File: src/rtl/branch_history_queue_pkg.sv
// Shared types for the global-history predictor and its branch history queue.
package branch_history_queue_pkg;

  typedef logic [31:0] Vaddr;
  typedef logic [5:0]  GlobalHistoryReg;
  typedef logic [1:0]  TwoBitState;

  // Per-branch snapshot produced by the predictor at predict time.
  typedef struct packed {
    GlobalHistoryReg GHR;
    GlobalHistoryReg Recover_GHR;
    TwoBitState      Predict_Counter;
  } Predict_GHR_S;

  // Training / recovery record sent back to the predictor at resolution.
  typedef struct packed {
    logic            PC_Vaild;
    logic            PC_MissPredict;
    Vaddr            Update_PC;
    GlobalHistoryReg GHR;
    GlobalHistoryReg Recover_GHR;
    TwoBitState      Counter;
    logic            PC_Taken;
  } Update_GHR_S;

  localparam int BHQ_DEPTH = 8;

  // One in-flight branch held in the queue.
  typedef struct packed {
    Vaddr            pc;
    GlobalHistoryReg ghr;
    GlobalHistoryReg recover_ghr;
    TwoBitState      counter;
  } bhq_entry_t;

  // The recovery GHR holds the opposite of the predicted direction in bit 0,
  // so the prediction itself never needs its own storage bit.
  function automatic logic bhq_pred_taken(input GlobalHistoryReg recover_ghr);
    return ~recover_ghr[0];
  endfunction

endpackage

File: src/rtl/branch_history_queue_bhq_ram.sv
// Entry storage for the branch history queue: one write port, one
// asynchronous read port, no reset on the array contents.
module bhq_ram
  import branch_history_queue_pkg::*;
#(
  parameter  int DEPTH = BHQ_DEPTH,
  localparam int PTR_W = $clog2(DEPTH)
) (
  input  logic             clk,
  input  logic             we,
  input  logic [PTR_W-1:0] waddr,
  input  bhq_entry_t       wdata,
  input  logic [PTR_W-1:0] raddr,
  output bhq_entry_t       rdata
);

  bhq_entry_t mem [DEPTH];

  // Write the enqueued entry at the tail slot.
  always_ff @(posedge clk) begin
    if (we) begin
      mem[waddr] <= wdata;
    end
  end

  assign rdata = mem[raddr];

endmodule

File: src/rtl/branch_history_queue.sv
// In-order queue of global-history snapshots between predict and resolve.
// Produces the registered Update_GHR record that trains the PHT and, on a
// mispredict, lets the predictor restore its GHR.
module branch_history_queue
  import branch_history_queue_pkg::*;
#(
  parameter int DEPTH = BHQ_DEPTH
) (
  input  logic         clk,
  input  logic         resetn,
  input  logic         enq_valid,
  input  Vaddr         enq_pc,
  input  Predict_GHR_S enq_info,
  input  logic         resolve_valid,
  input  logic         resolve_taken,
  input  logic         flush,
  output logic         full,
  output logic         empty,
  output Update_GHR_S  Update_GHR,
  output logic         err_overflow,
  output logic         err_underflow
);

  localparam int PTR_W = $clog2(DEPTH);
  localparam int CNT_W = PTR_W + 1;
  localparam logic [CNT_W-1:0] DEPTH_CNT = CNT_W'(DEPTH);

  logic [PTR_W-1:0] head_q, head_d;
  logic [PTR_W-1:0] tail_q, tail_d;
  logic [CNT_W-1:0] count_q, count_d;
  Update_GHR_S      update_ghr_q, update_ghr_d;
  logic             err_overflow_q, err_overflow_d;
  logic             err_underflow_q, err_underflow_d;

  logic       do_enq;
  logic       do_res;
  logic       mispredict;
  logic       kill;
  bhq_entry_t wr_entry;
  bhq_entry_t head_entry;

  // Status comes straight from the registered count, never from inputs.
  assign full  = (count_q == DEPTH_CNT);
  assign empty = (count_q == '0);

  assign Update_GHR    = update_ghr_q;
  assign err_overflow  = err_overflow_q;
  assign err_underflow = err_underflow_q;

  bhq_ram #(
    .DEPTH (DEPTH)
  ) u_ram (
    .clk   (clk),
    .we    (do_enq),
    .waddr (tail_q),
    .wdata (wr_entry),
    .raddr (head_q),
    .rdata (head_entry)
  );

  // Decide which operations take effect this cycle; a flush or a mispredict
  // kills the queue and with it any same-cycle enqueue.
  always_comb begin
    do_res     = resolve_valid && !empty && !flush;
    mispredict = do_res && (resolve_taken != bhq_pred_taken(head_entry.recover_ghr));
    kill       = flush || mispredict;
    do_enq     = enq_valid && !full && !kill;

    wr_entry             = '0;
    wr_entry.pc          = enq_pc;
    wr_entry.ghr         = enq_info.GHR;
    wr_entry.recover_ghr = enq_info.Recover_GHR;
    wr_entry.counter     = enq_info.Predict_Counter;
  end

  // Next pointers and occupancy; a kill collapses head onto tail.
  always_comb begin
    head_d  = head_q;
    tail_d  = tail_q;
    count_d = count_q;
    if (kill) begin
      head_d  = tail_q;
      count_d = '0;
    end else begin
      if (do_enq) begin
        tail_d = tail_q + 1'b1;
      end
      if (do_res) begin
        head_d = head_q + 1'b1;
      end
      case ({do_enq, do_res})
        2'b10:   count_d = count_q + 1'b1;
        2'b01:   count_d = count_q - 1'b1;
        default: count_d = count_q;
      endcase
    end
  end

  // Build the next training record from the popped head entry.
  always_comb begin
    update_ghr_d = '0;
    if (do_res) begin
      update_ghr_d.PC_Vaild       = 1'b1;
      update_ghr_d.PC_MissPredict = mispredict;
      update_ghr_d.Update_PC      = head_entry.pc;
      update_ghr_d.GHR            = head_entry.ghr;
      update_ghr_d.Recover_GHR    = head_entry.recover_ghr;
      update_ghr_d.Counter        = head_entry.counter;
      update_ghr_d.PC_Taken       = resolve_taken;
    end
  end

  // Sticky protocol-violation flags, cleared only by reset.
  always_comb begin
    err_overflow_d  = err_overflow_q  || (enq_valid && full);
    err_underflow_d = err_underflow_q || (resolve_valid && empty);
  end

  // All control state and the output record; entry storage is not reset.
  always_ff @(posedge clk or negedge resetn) begin
    if (!resetn) begin
      head_q          <= '0;
      tail_q          <= '0;
      count_q         <= '0;
      update_ghr_q    <= '0;
      err_overflow_q  <= 1'b0;
      err_underflow_q <= 1'b0;
    end else begin
      head_q          <= head_d;
      tail_q          <= tail_d;
      count_q         <= count_d;
      update_ghr_q    <= update_ghr_d;
      err_overflow_q  <= err_overflow_d;
      err_underflow_q <= err_underflow_d;
    end
  end

endmodule

File: config.mk
export PLATFORM = sky130hd
export DESIGN_NAME = branch_history_queue
export DESIGN_NICKNAME = d
export VERILOG_FILES = /design/src/rtl/branch_history_queue_pkg.sv /design/src/rtl/branch_history_queue_bhq_ram.sv /design/src/rtl/branch_history_queue.sv
export SDC_FILE = /design/constraint.sdc
export NUM_CORES = 1
export LEC_CHECK = 0
export BUFFER_PORTS_ARGS = -buffer_cell sky130_fd_sc_hd__buf_2
export CAP_MARGIN = 10
export CORE_UTILIZATION = 33
export CTS_CLUSTER_DIAMETER = 120
export CTS_CLUSTER_SIZE = 8
export DETAILED_ROUTE_END_ITERATION = 10
export GPL_ROUTABILITY_DRIVEN = 1
export SLEW_MARGIN = 20
export SYNTH_ARGS = -nofsm -noshare
export SYNTH_HDL_FRONTEND = slang
export SYNTH_SLANG_ARGS = --single-unit
File: constraint.sdc
create_clock -name clk -period 21.8 [get_ports clk]
set_input_delay 5.45 -clock clk [delete_from_list [all_inputs] [get_ports clk]]
set_output_delay 5.45 -clock clk [all_outputs]
set_load 0.1 [all_outputs]
---- Word-level counts from Yosys, hierarchy flattened ----
Memories as Yosys holds them, arrays and structs flattened.
Cells that the tools add are included.
word-level totals
  register bits after elaboration ......... 61
  bits in latches ......................... 0
  RAM bits ................................ 368
  bits in read-only memories .............. 0
  bits of input ports ..................... 52
  output and inout port bits .............. 53
  word-level logic and storage cells ...... 48
  memories kept ........................... 1
operators by class
  add/sub/neg operators ................... 4
  multipliers ............................. 0
  divide/modulo/power cells ............... 0
  magnitude comparators ................... 0
  equality and inequality tests ........... 4
  shifts and indexed selects .............. 0
  mux-type cells .......................... 7
  bitwise gates (word level) .............. 2
  reductions and logical operators ........ 18
memories
  name       words  bits a word  read ports  clocked after memory_dff  write ports  line                                text
  u_ram.mem  8      46           1           0                         1            branch_history_queue_bhq_ram.sv:17  bhq_entry_t mem [DEPTH];
operator list
  kind                                                  number
  2-to-1 mux 49 bit                                     1
  case mux 4 bit (2 select lines)                       1
  logical AND 1 bit                                     7
  adder 3 x 1 -> 3 bit (second input constant)          2
  2-to-1 mux 3 bit                                      2
  adder 4 x 1 -> 4 bit (second input constant)          1
  equality test 4 bit (second input constant)           1
  zero test 1 bit                                       4
  zero test 4 bit                                       1
  2-to-1 mux 4 bit                                      1
  subtractor 4 x 1 -> 4 bit (second input constant)     1
  logical OR 1 bit                                      3
  nonzero test 3 bit                                    1
  equality test 2 x 1 -> 1 bit (second input constant)  1
  equality test 2 bit (second input constant)           1
  2-to-1 mux 1 bit                                      2
  inverter 1 bit                                        2
  AND reduction 2 bit                                   1
  nonzero test 2 bit                                    1
  != test 1 bit                                         1

---- Longest topological paths before layout ----
  word-level depth ........................ 11
  gate-level depth with buffers ........... 11
  mapped depth without buffers ............ 10

---- Modules after synthesis ----
A second synthesis with hierarchy kept.
second synthesis, totals
  cell total of the unflattened synthesis .. 735
  area, all modules ....................... 16508.3 sq um
modules (own cells, without submodules)
  module                instances  cells each  area each (sq um)  sequential area each (sq um)
  bhq_ram               1          544         14121.0            11050.6
  branch_history_queue  1          191         2387.3             1526.5

---- Least setup slack after synthesis ----
Ideal clock, no wire load.
  kind .................................... in2reg
  start point ............................. in resolve_valid
  end point ............................... mem u_ram.mem[4][0] (netlist bit), enable pin
  library setup time ...................... 581 ps
  arrival ................................. 11011 ps
  data required time ...................... 21219 ps
  path slack .............................. 10209 ps
  stages on the path ...................... 5
  buffers on the path ..................... 1
  cells stage by stage .................... nor2b_2 > nand2b_1 > buf_2 > o21ai_1 > nor4b_1
on the way
  cells in the longest elaborated chain, start to end .. 8
ends and longest elaborated chain
  element                                 line                                text
  start: declaration                      branch_history_queue.sv:14          input logic resolve_valid,
  logical AND 1 bit (2 in series)         branch_history_queue.sv:64          do_res = resolve_valid && !empty && !flush;
  logical AND 1 bit                       branch_history_queue.sv:65          mispredict = do_res && (resolve_taken != bhq_pred_taken(head_entry.recover_ghr));
  logical OR 1 bit                        branch_history_queue.sv:66          kill = flush || mispredict;
  zero test 1 bit                         branch_history_queue.sv:67          do_enq = enq_valid && !full && !kill;
  logical AND 1 bit                       branch_history_queue.sv:67
  2-to-1 mux 1 bit                        branch_history_queue_bhq_ram.sv:21  if (we) begin
  2-to-1 mux 1 bit (not written as such)  branch_history_queue_bhq_ram.sv:22  mem[waddr] <= wdata;
  end: declaration                        branch_history_queue_bhq_ram.sv:17
Every way passes these cells.

---- Final worst setup path ----
  start point ............................. in resolve_valid
  end point ............................... mem u_ram.mem[7][28] (netlist bit), enable pin
Same word-level chain as after synthesis.

==> results.yml <==
place:
  numPortBuffers: 104
  dp_hpwl_microns: 18100
  gp_congestion: 0.749
  pre_cts_ws_ns: 13.48
logic_synthesis:
  synth_top_area_cell: "edfxtp_1"
  syn_nets: 802
  syn_inst: 746
  synth_edf_count: 368
  syn_area_per_cell_sq_um: 21.6
  ys_async_sr_fraction_pct: 14.2
  ys_ff_latch: 429
  synth_area_leaders: "edfxtp_1 69%, mux4_2 13%, dfrtp_1 9.5%"
  ys_types: 47
  yosys_warnings: 0
  ys_seq_area_share_pct: 78.2
  ys.flop_type: "edfxtp_1"
  yosys.area.top_type_share_pct: 68.7
  syn_area_sq_mm: 0.0161
timing:
  worst_slack_ns: 14.09
  min_period_ns: 7.71
  max-slew-margin-rel_pct: 31.7
  worst_clock_skew_ns: 0.0311
  post-route-period-util_pct: 35.4
  rsz0062_at_grt: "no"
  tightest_slew_ns: 1.02
  hold_viol: 0
  final_max_slew_viol_count: 0
  setup_viol: 0
  fin_tns_setup_ns: 0
  fmax_ghz: 0.130
outcome:
  status: "complete, no violations"
floorplanning:
  placeableCoreArea_sq_mm: 0.0479
  die_w_microns: 223
  num_rows: 80
  die_area_sq_mm: 0.0496
  initial_core_util_pct: 33.6
  boundaryPins: 105
  dieHeight_microns: 223
drt:
  drc: 0
  first_iter_violations: 528
  firstDrtPassIters: 4
  ant_nets: 0
  via_per_inst: 4.82
  wl_per_cell_microns: 21.0
  drt_wl_total_microns: 32600
  num_vias: 7497
hold_path:
  worstHoldStart: "err_overflow"
  hp-class: "reg2reg"
  holdPathStages: 1
  whs_endpoint: "err_overflow"
global_route:
  grt_pass1_vias: 8105
  antenna_found_initial: 2
  overflow: 0
  grt.total_usage_pct: 13.5
  grt_pass1_wl_microns: 50700
  grt_max_degree: 62
cts:
  cts_sinks: 429
  cts-resized-gates: 0
  post_cts_buffers: 0
  cts-buffers-inserted: 59
  clk_latency_ns: 0.60
  clockBufferDepth: 3
  htree_levels: 2
  cts_tree: "built"
  cts-root-buf: "clkbuf_16"
  cts.clk_slew.worst_paths_ns: 0.05
  holdBufCountCts: 0
setup_path:
  critPathSlowestCell: "nand2b_4"
  r2r-start: "head_q[0]"
  reg2reg_slack_ns: 17.07
  cp.arrival_ns: 7.93
  rr_endpoint: "u_ram.mem[7][28]"
  path_max_fanout: 55
  critical_path_buf_inv_count: 2
  required_ns: 22.02
  critical_path_class: "in2reg"
  setup.worst_path.start_class: "primary input"
  reg2regPathDepth: 9
  critPathMaxStageDelay_ns: 0.57
  crit_chain: "buf_2, nor2b_2, nand2b_4, o211ai_1, nor2_4, buf_4"
  endpoint_kind: "flip-flop"
  critPathTopFamily: "simple AND/OR/NAND/NOR gates"
finish:
  area_growth_pct: 18.9
  num-nets-final: 945
  diodes: 0
  drive_above_1_share_pct: 31.4
power:
  vdd_drop_max_mv: 0.0661
  p_total_w: 0.00251
  leakagePower_nw: 6.64
  power_density_mw_per_mm2: 131
flow_run:
  maxCapViolations: 0
where the power goes:
part           internal [W]  switching, W  total (W)  leakage (nW)
Clock              0.000507      0.000330   0.000838         0.810
Sequential         0.000973     0.0000987    0.00107          4.14
Combinational      0.000250      0.000351   0.000600          1.69
flip-flops by register name (all words and copies together), names as in the netlist:
register	cells
Update_GHR	49
count_q	4
err_overflow	1
err_underflow	1
head_q	3
tail_q	3
u_ram.mem	368
layer usage:
metal	up-vias	part of all wire (%)	GRT usage, %
li1	3329	-	-
met1	3940	44	18.0
met2	183	50	22.3
met3	43	4.3	2.71
met4	2	1.7	4.03
met5	-	0.037	0
cell families (layout without fill, tap and decap cells):
kind of cell	count (synthesis)	count (layout)	share of synthesized area (%)
and+or+nand+nor	89	89	2.75
buffers and inverters	44	237	1.17
AOI/OAI and AO/OA	34	34	1.53
DFF	429	429	78.2
xor gates and xnor gates	6	6	0.327
adders and majority gates	4	4	0.311
muxes	140	140	15.7
worst reg2reg max path, delay by kind of cell (launching register included):
kind | cells | cell delay, ns
AOI/OAI and AO/OA | 2 | 0.59
and+or+nand+nor | 3 | 1.07
DFF | 1 | 1.06
muxes | 1 | 0.25
buffers and inverters | 3 | 1.38
synth_stat cells, types with 3 or more instances:
master,count
edfxtp_1,368
mux4_2,90
dfrtp_1,61
nor2_1,55
mux2i_1,48
clkbuf_1,16
buf_2,13
buf_1,7
inv_1,6
xnor2_1,6
a21oi_1,5
a31oi_1,5
nand3_1,5
ha_1,4
nand2_1,4
nand2b_1,4
nor3_1,4
a21o_1,3
nor2b_1,3
o21ai_0,3
through the flow:
stage	std cells	instance area, sq um	util [%]	hold WS [ns]
after global routing	1554	19100	39.9	0.478
after detailed placement	1442	17400	36.3	0.448
after CTS	1553	19100	39.9	0.461
after global placement	1442	17400	36.3	0.440
after floorplan	746	16100	-	0.524
final	1554	19100	39.9	0.455
layout by cell type, fill, tap and decap left out, types with 5 or more instances in the layout:
cell	instances
clkbuf_16	59
dfrtp_1	58
nand3_1	5
inv_1	6
edfxtp_1	368
clkbuf_1	48
nor2_1	54
a21oi_1	5
a31oi_1	5
mux2i_1	48
buf_2	103
mux4_2	90
buf_4	16
xnor2_1	6
layout make-up:
cell class              instances  area [sq um]
well taps                     615           769
fillers                      4193         28800
clock inverters                 4          60.1
multi-input cells             273          3380
flip-flops and latches        429         12600
inverters                       6          22.5
clock buffers                 107          1660
repair buffers                120           663
how the worst max path moves through the flow:
stage	depth (start not counted)	endpoint	start
CTS	6	u_ram.mem[7][21]	resolve_valid
global route	6	u_ram.mem[7][19]	resolve_valid
finish	6	u_ram.mem[7][28]	resolve_valid
floorplan	5	u_ram.mem[4][0]	resolve_valid
global placement	6	u_ram.mem[7][35]	resolve_valid
detailed placement	6	u_ram.mem[7][34]	resolve_valid
Power figures use the tool's default switching activity.
